## src/rtl/param_bus.sv

```systemverilog
// Parameterised shared bus: round-robin master arbitration with optional hold limit,
// address-decoded slave select, one-cycle registered read return and decode-error pulse.
module param_bus #(
  parameter int unsigned N_M      = 2,
  parameter int unsigned N_S      = 2,
  parameter int unsigned AW       = 8,
  parameter int unsigned DW       = 8,
  parameter int unsigned MAX_HOLD = 0
) (
  input  logic              clk,
  input  logic              reset,
  input  logic [N_M-1:0]    M_req,
  input  logic [N_M-1:0]    M_wr,
  input  logic [N_M*AW-1:0] M_address,
  input  logic [N_M*DW-1:0] M_dout,
  output logic [N_M-1:0]    M_grant,
  output logic [DW-1:0]     M_din,
  output logic [N_S-1:0]    S_sel,
  output logic [AW-1:0]     S_address,
  output logic              S_wr,
  output logic [DW-1:0]     S_din,
  input  logic [N_S*DW-1:0] S_dout,
  output logic              bus_err
);

  localparam int unsigned SW = $clog2(N_S);
  localparam int unsigned MW = $clog2(N_M);

  logic [N_M-1:0] grant_q, grant_d;
  logic [MW-1:0]  last_ptr_q, last_ptr_d;
  logic [31:0]    hold_cnt_q, hold_cnt_d;
  logic [SW-1:0]  rd_idx_q;
  logic           rd_vld_q;
  logic           bus_err_q;

  logic [MW-1:0]  hold_idx;
  logic           grant_vld;
  logic [N_M-1:0] cand;
  logic           cand_found;
  logic [MW-1:0]  cand_idx;
  logic           hold_expired;

  logic [AW-1:0]  gnt_addr;
  logic           gnt_wr;
  logic [DW-1:0]  gnt_data;
  logic [SW-1:0]  slv_idx;
  logic [31:0]    slv_idx_ext;
  logic           idx_ok;

  always_comb begin
    hold_idx = '0;
    for (int i = 0; i < int'(N_M); i++) begin
      if (grant_q[i]) hold_idx = MW'(i);
    end
  end

  assign grant_vld = |grant_q;

  // Holder is masked out so a preemption never re-selects it; iterate backwards so the
  // nearest requester after last_ptr is the final assignment.
  always_comb begin
    cand       = M_req & ~grant_q;
    cand_found = 1'b0;
    cand_idx   = '0;
    for (int k = int'(N_M); k >= 1; k--) begin
      if (cand[(int'(last_ptr_q) + k) % int'(N_M)]) begin
        cand_found = 1'b1;
        cand_idx   = MW'((int'(last_ptr_q) + k) % int'(N_M));
      end
    end
  end

  assign hold_expired = (MAX_HOLD != 0) && (hold_cnt_q == MAX_HOLD - 1);

  always_comb begin
    grant_d    = grant_q;
    last_ptr_d = last_ptr_q;
    hold_cnt_d = hold_cnt_q;
    if (!grant_vld || !M_req[hold_idx] || (hold_expired && cand_found)) begin
      grant_d    = '0;
      hold_cnt_d = '0;
      if (cand_found) begin
        grant_d[cand_idx] = 1'b1;
        last_ptr_d        = cand_idx;
      end
    end else if (!hold_expired && (hold_cnt_q != '1)) begin
      hold_cnt_d = hold_cnt_q + 32'd1;
    end
  end

  always_comb begin
    gnt_addr    = M_address[hold_idx*AW +: AW];
    gnt_wr      = M_wr[hold_idx];
    gnt_data    = M_dout[hold_idx*DW +: DW];
    slv_idx     = gnt_addr[AW-1 -: SW];
    slv_idx_ext = 32'(slv_idx);
    idx_ok      = slv_idx_ext < N_S;
  end

  always_comb begin
    S_sel     = '0;
    S_address = '0;
    S_wr      = 1'b0;
    S_din     = '0;
    if (grant_vld) begin
      S_address = gnt_addr;
      S_din     = gnt_data;
      S_wr      = gnt_wr & idx_ok;
      for (int j = 0; j < int'(N_S); j++) begin
        S_sel[j] = idx_ok && (slv_idx_ext == 32'(j));
      end
    end
  end

  always_ff @(posedge clk) begin
    if (reset) begin
      grant_q    <= '0;
      last_ptr_q <= MW'(N_M - 1);
      hold_cnt_q <= '0;
      rd_idx_q   <= '0;
      rd_vld_q   <= 1'b0;
      bus_err_q  <= 1'b0;
    end else begin
      grant_q    <= grant_d;
      last_ptr_q <= last_ptr_d;
      hold_cnt_q <= hold_cnt_d;
      bus_err_q  <= grant_vld & ~idx_ok;
      if (grant_vld && !gnt_wr && idx_ok) begin
        rd_idx_q <= slv_idx;
        rd_vld_q <= 1'b1;
      end else begin
        rd_vld_q <= 1'b0;
      end
    end
  end

  assign M_grant = grant_q;
  assign bus_err = bus_err_q;
  assign M_din   = rd_vld_q ? S_dout[rd_idx_q*DW +: DW] : '0;

endmodule

```

## config.mk

```make
export PLATFORM = sky130hd
export DESIGN_NAME = param_bus
export DESIGN_NICKNAME = d
export VERILOG_FILES = /design/src/rtl/param_bus.sv
export SDC_FILE = /design/constraint.sdc
export NUM_CORES = 1
export LEC_CHECK = 0
export ABC_AREA = 1
export CAP_MARGIN = 20
export CORE_MARGIN = 2
export CORE_UTILIZATION = 23
export CTS_CLUSTER_DIAMETER = 80
export DETAILED_ROUTE_END_ITERATION = 16
export PLACE_DENSITY = 0.76
export RECOVER_POWER = 25
export SYNTH_ARGS = -nofsm -noshare
export SYNTH_HDL_FRONTEND = slang
export SYNTH_SLANG_ARGS = --single-unit
```

## constraint.sdc

```tcl
create_clock -name clk -period 1.1 [get_ports clk]
set_input_delay 0.22 -clock clk [delete_from_list [all_inputs] [get_ports clk]]
set_output_delay 0.22 -clock clk [all_outputs]
set_load 0.005 [all_outputs]
```

# ---- Yosys cells after proc, flatten, opt, wreduce, memory -nomap -nowiden
# Index checks and enable logic that the tools add are counted.
dict set report word_totals {
  word_cells 51
  input_bits 54
  output_inout_bits 30
  register_bits 5
}
dict set report classes {
  n_shift 3
  add_sub_neg 2
  n_lt_le_gt_ge 5
  reduce_logical 9
  bitwise_logic 4
  mux 24
}
# op count
set op_table {}
lappend op_table {{$shiftx 16x5->8} 3}
lappend op_table {{$logic_not 32->1} 1}
lappend op_table {{$mux 8} 3}
lappend op_table {{$mux 1} 18}
lappend op_table {{$lt 2x3->1 const B} 2}
lappend op_table {{$lt 1x2->1 const B} 2}
lappend op_table {{$mux 2} 2}
lappend op_table {{$logic_not 1->1} 3}
lappend op_table {{$add 1x1->1 const B} 2}
lappend op_table {{$and 1x1->1 const A} 2}
lappend op_table {{$and 2x2->2} 1}
lappend op_table {{$logic_and 1x1->1} 2}
lappend op_table {{$not 2->2} 1}
lappend op_table {{$reduce_and 2->1} 1}
lappend op_table {{$reduce_or 2->1} 1}
lappend op_table {{$demux 1 s1} 1}
lappend op_table {{$ge 1x1->1 const B} 1}
lappend op_table {{$logic_or 1x1->1} 1}

# ---- Longest topological paths before layout
# Gate-level depths: netlist (run 1).
dict set report logic_depth {
  word_depth 12
  depth_mapped 9
  ltp_nobuf 8
}

# ---- Worst setup path before layout (run 1)
# No wires, ideal clock.
dict set report synth_timing {
  kind {register to output}
  startpoint {reg grant_q[1] (netlist: M_grant[1])}
  endpoint {out S_sel[1]}
  arrival_ps 883
  stages_incl_launch_ff 5
  path_buffers 1
  slack_ps -3
  cell_sequence {dfxtp_1 > inv_2 > o21ai_1 > nor2_1 > buf_4}
}
dict set report synth_between {
  elab_chain_cells 3
  elab_cells_between_ends 4
}
# item line
set synth_rtl {}
lappend synth_rtl {{start: declaration} 29} ;# logic [N_M-1:0] grant_q, grant_d;
lappend synth_rtl {{start signal: assignment} 124} ;# grant_q <= grant_d;
lappend synth_rtl {{$mux 1} 53} ;# if (grant_q[i]) hold_idx = MW'(i);
lappend synth_rtl {{$shiftx 16x5->8} 92} ;# gnt_addr = M_address[hold_idx*AW +: AW];
lappend synth_rtl {{$mux 2 *} 105} ;# if (grant_vld) begin
lappend synth_rtl {{end: declaration} 18} ;# output logic [N_S-1:0] S_sel,
# Every way passes the cells marked *; elsewhere a longest branch is shown, timed or not.

# ---- Final worst setup path (run 1)
dict set report layout_timing {
  startpoint {reg grant_q[1] (netlist: M_grant[1])}
  endpoint {out S_sel[0]}
}
dict set report layout_between {
  elab_chain_cells 4
  elab_cells_between_ends 5
}
# item line
set layout_rtl {}
lappend layout_rtl {{$mux 1} 53}
lappend layout_rtl {{$shiftx 16x5->8} 92}
lappend layout_rtl {{$logic_not 32->1} 110} ;# S_sel[j] = idx_ok && (slv_idx_ext == 32'(j));
lappend layout_rtl {{$mux 2 *} 105}
# Marked as above.

==> results.yml, run 1 <==
critical_path:
  cp-start-kind: "register"
  crit_type: "reg -> out"
  worstPathArrival_ps: 1290
  required_ps: 880
  crit_path_end_kind: "output pin"
  critPathMaxFanout: 4
yosys:
  yosysTopAreaCell: "nor2_1"
  synthFlopType: "dfxtp_1"
  ys_seq_area_share_pct: 14.84
  synth_area_um2: 674.4
  synth_cells: 134
  syn-num-nets: 188
  netlist.area_leader.share_pct: 17.81
  synth_top_family_by_area: "simple AND/OR/NAND/NOR gates"
  async_flop_share_pct: 0
  synth-edff-count: 0
  synthTopCellsByCount: "nor2_1 (32), nand2_1 (29), inv_1 (15), o21ai_1 (12), o21ai_0 (8)"
  synth_seq_cells: 5
  synthMuxAreaShare_pct: 0
  synthAdderAreaFrac_pct: 0
  synth_compound_area_share_pct: 20.04
  synth_cell_type_count: 19
  synth.avg_cell_area_um2: 5.033
  synth_xor_area_share_pct: 0
  yosysWarnings: 0
  synth-simple-area-share_pct: 44.34
  synth.area.top_cells: "nor2_1 (18%), nand2_1 (16%), dfxtp_1 (15%), o21ai_1 (8.9%), inv_1 (8.3%)"
  synth.most_common_cell: "nor2_1"
sta:
  setup_slack_ps: -413.2
  fin_skew_ps: 6.913
  slew_viol_final: 0
  finalCriticalPeriod_ps: 1513
  setup_viol_count_final: 32
  period_share_pct: 137.6
  timing.fmax_mhz: 660.8
  hold_violations: 0
  rsz0062_at_grt: "yes"
clock_tree:
  clk_latency_ps: 250
  postCtsHoldBufs: 0
  root_buffer: "clkbuf_4"
  cts_tree: "built"
  htreeDepth: 1
  clock_sink_count: 5
  numCtsBuffers: 3
  cts_max_path_buffers: 2
  clk_pin_slew_ps: 50
placement:
  place_area_um2: 1570
  dpl.hpwl_um: 2017
  io_buffer_count: 82
  gp_congestion: 0.7372
  place_ws_ps: -709.8
finish:
  finish.utilization_pct: 76.11
  diodes: 0
  post-route-cell-area_um2: 2117
  synthToLayoutAreaGrowth_pct: 213.9
  layout-drive-gt1-share_pct: 53.63
  fin_nets: 303
floorplanning:
  die_x_um: 58.15
  rows: 19
  core_um2: 2781
  fp.dieH_um: 58.15
  die_area_um2: 3381
  start_util_pct: 24.25
  pin_count: 84
detailed_routing:
  drc: 0
  ant_nets: 0
  drtIter0Drc: 37
  dr.pass1.iters: 4
  via_count: 1260
  avgRoutedWirePerCell_um: 13.35
  via_per_inst: 4.516
  totalWireLength_um: 3726
global_route:
  grt_max_degree: 11
  antenna_found_initial: 0
  grt_pass1_vias: 1168
  grt_pass1_wl_um: 5195
  overflow: 0
  grt_use_total_pct: 19.61
run:
  cap_viol_max_count: 0
power:
  pwr_density_cell_nw_per_um2: 749.8
  power.leakage_nw: 1.048
  ir_drop_mv: 0.7035
run_status:
  violations: "negative setup slack"
  outcome: "finished with violations"
hold_path:
  hp-class: "reg -> reg"
-- critical path, stage by stage, from the launching register on --
cell and delay, ps:
dfxtp_4 400, inv_8 50, buf_6 120, o21ai_4 190
and2_4 180, buf_6 90
-- per-layer routing --
layer | vias up | GRT usage, % | share of wire, %
li1 | 636 | - | -
met1 | 569 | 22.85 | 37
met2 | 44 | 36.69 | 56
met3 | 11 | 2.009 | 5.1
met4 | 0 | 6.977 | 2.1
met5 | - | 0 | 0
-- per-stage QoR --
| stage | cells | hold slack, ps | power (mW) | setup TNS (ps) |
|---|---|---|---|---|
| 2_1_floorplan | 134 | 289.1 | 0.4924 | 0 |
| 3_3_place_gp | 248 | 533.4 | 0.9568 | -13850 |
| 3_5_place_dp | 248 | 542.8 | 0.9648 | -14160 |
| 4_1_cts | 275 | 553.0 | 1.429 | -7942 |
| 5_1_grt | 279 | 600.0 | 1.679 | -10140 |
| 6_report | 279 | 557.1 | 1.587 | -8917 |
-- state kept, by name, indices dropped and copies added (netlist names) --
name and flops:
last_ptr_q 1, rd_idx_q 1, M_grant 2, rd_vld_q 1
-- power breakdown --
part           internal [mW]  leakage (nW)  switching [mW]  total (mW)
sequential             0.200        0.0437          0.0367       0.237
combinational          0.674         0.989           0.455        1.13
clock                  0.138        0.0150          0.0841       0.222
-- what timing repair did --
action                     4_1_cts  5_1_grt
gates resized for setup        185       51
hold endpoints to repair         0        0
setup endpoints to repair       32       33
buffers inserted                21        5
pin swaps                       26       21
gates cloned                     4        0
-- layout by cell type, fill, tap and decap left out --
cell type and n:
clkdlybuf4s50_1 53, buf_2 25, buf_6 24, nand2_1 17, nor2_4 15, nor2_1 15
nand2_2 13, o21ai_2 13, inv_1 13, buf_4 9, o21ai_1 5, inv_2 4
a21oi_1 4, nor2_2 4, buf_16 4, dfxtp_4 3, nand2_4 3, a21oi_2 3
clkbuf_4 3, buf_12 3, nand3_1 2, inv_8 1, or2_1 1, o21ai_4 1
and2_4 1, clkinv_8 1, o21ai_0 1, nand3_2 1, nor3_1 1, conb_1 1
clkbuf_1 1, dfxtp_1 1, clkbuf_2 1, dfxtp_2 1
-- path summary, 6_finish.rpt --
kind | cells after the start | from | slack, ps | to
setup reg to reg | 11 | M_grant[1]$_SDFFE_PP0P_ | -170 | last_ptr_q$_SDFFE_PP1P_
hold / removal | 4 | last_ptr_q$_SDFFE_PP1P_ | 560 | last_ptr_q$_SDFFE_PP1P_
setup / recovery | 5 | M_grant[1]$_SDFFE_PP0P_ | -410 | S_sel[0]
hold reg to reg | 4 | last_ptr_q$_SDFFE_PP1P_ | 560 | last_ptr_q$_SDFFE_PP1P_
-- cell families after synthesis --
family          after synthesis
simple gates                 73
buf+inv                      28
compound gates               27
flops                         5
other cells                   1
-- final cells by class --
cell class              count  area (um^2)
fillers                   209        664.4
inverters                  19        91.34
well taps                  31        38.79
flip-flops and latches      5        112.6
clock buffers               4        26.28
repair buffers            119         1169
multi-input cells         101        679.4
Power figures use the tool's default switching activity.
==> inputs of run 2 (changes only) <==
Settings changed: CTS_CLUSTER_DIAMETER 80 to not set.
==> results of run 2 <==
The final DEF is identical to that of run 1; final timing and power are the same.
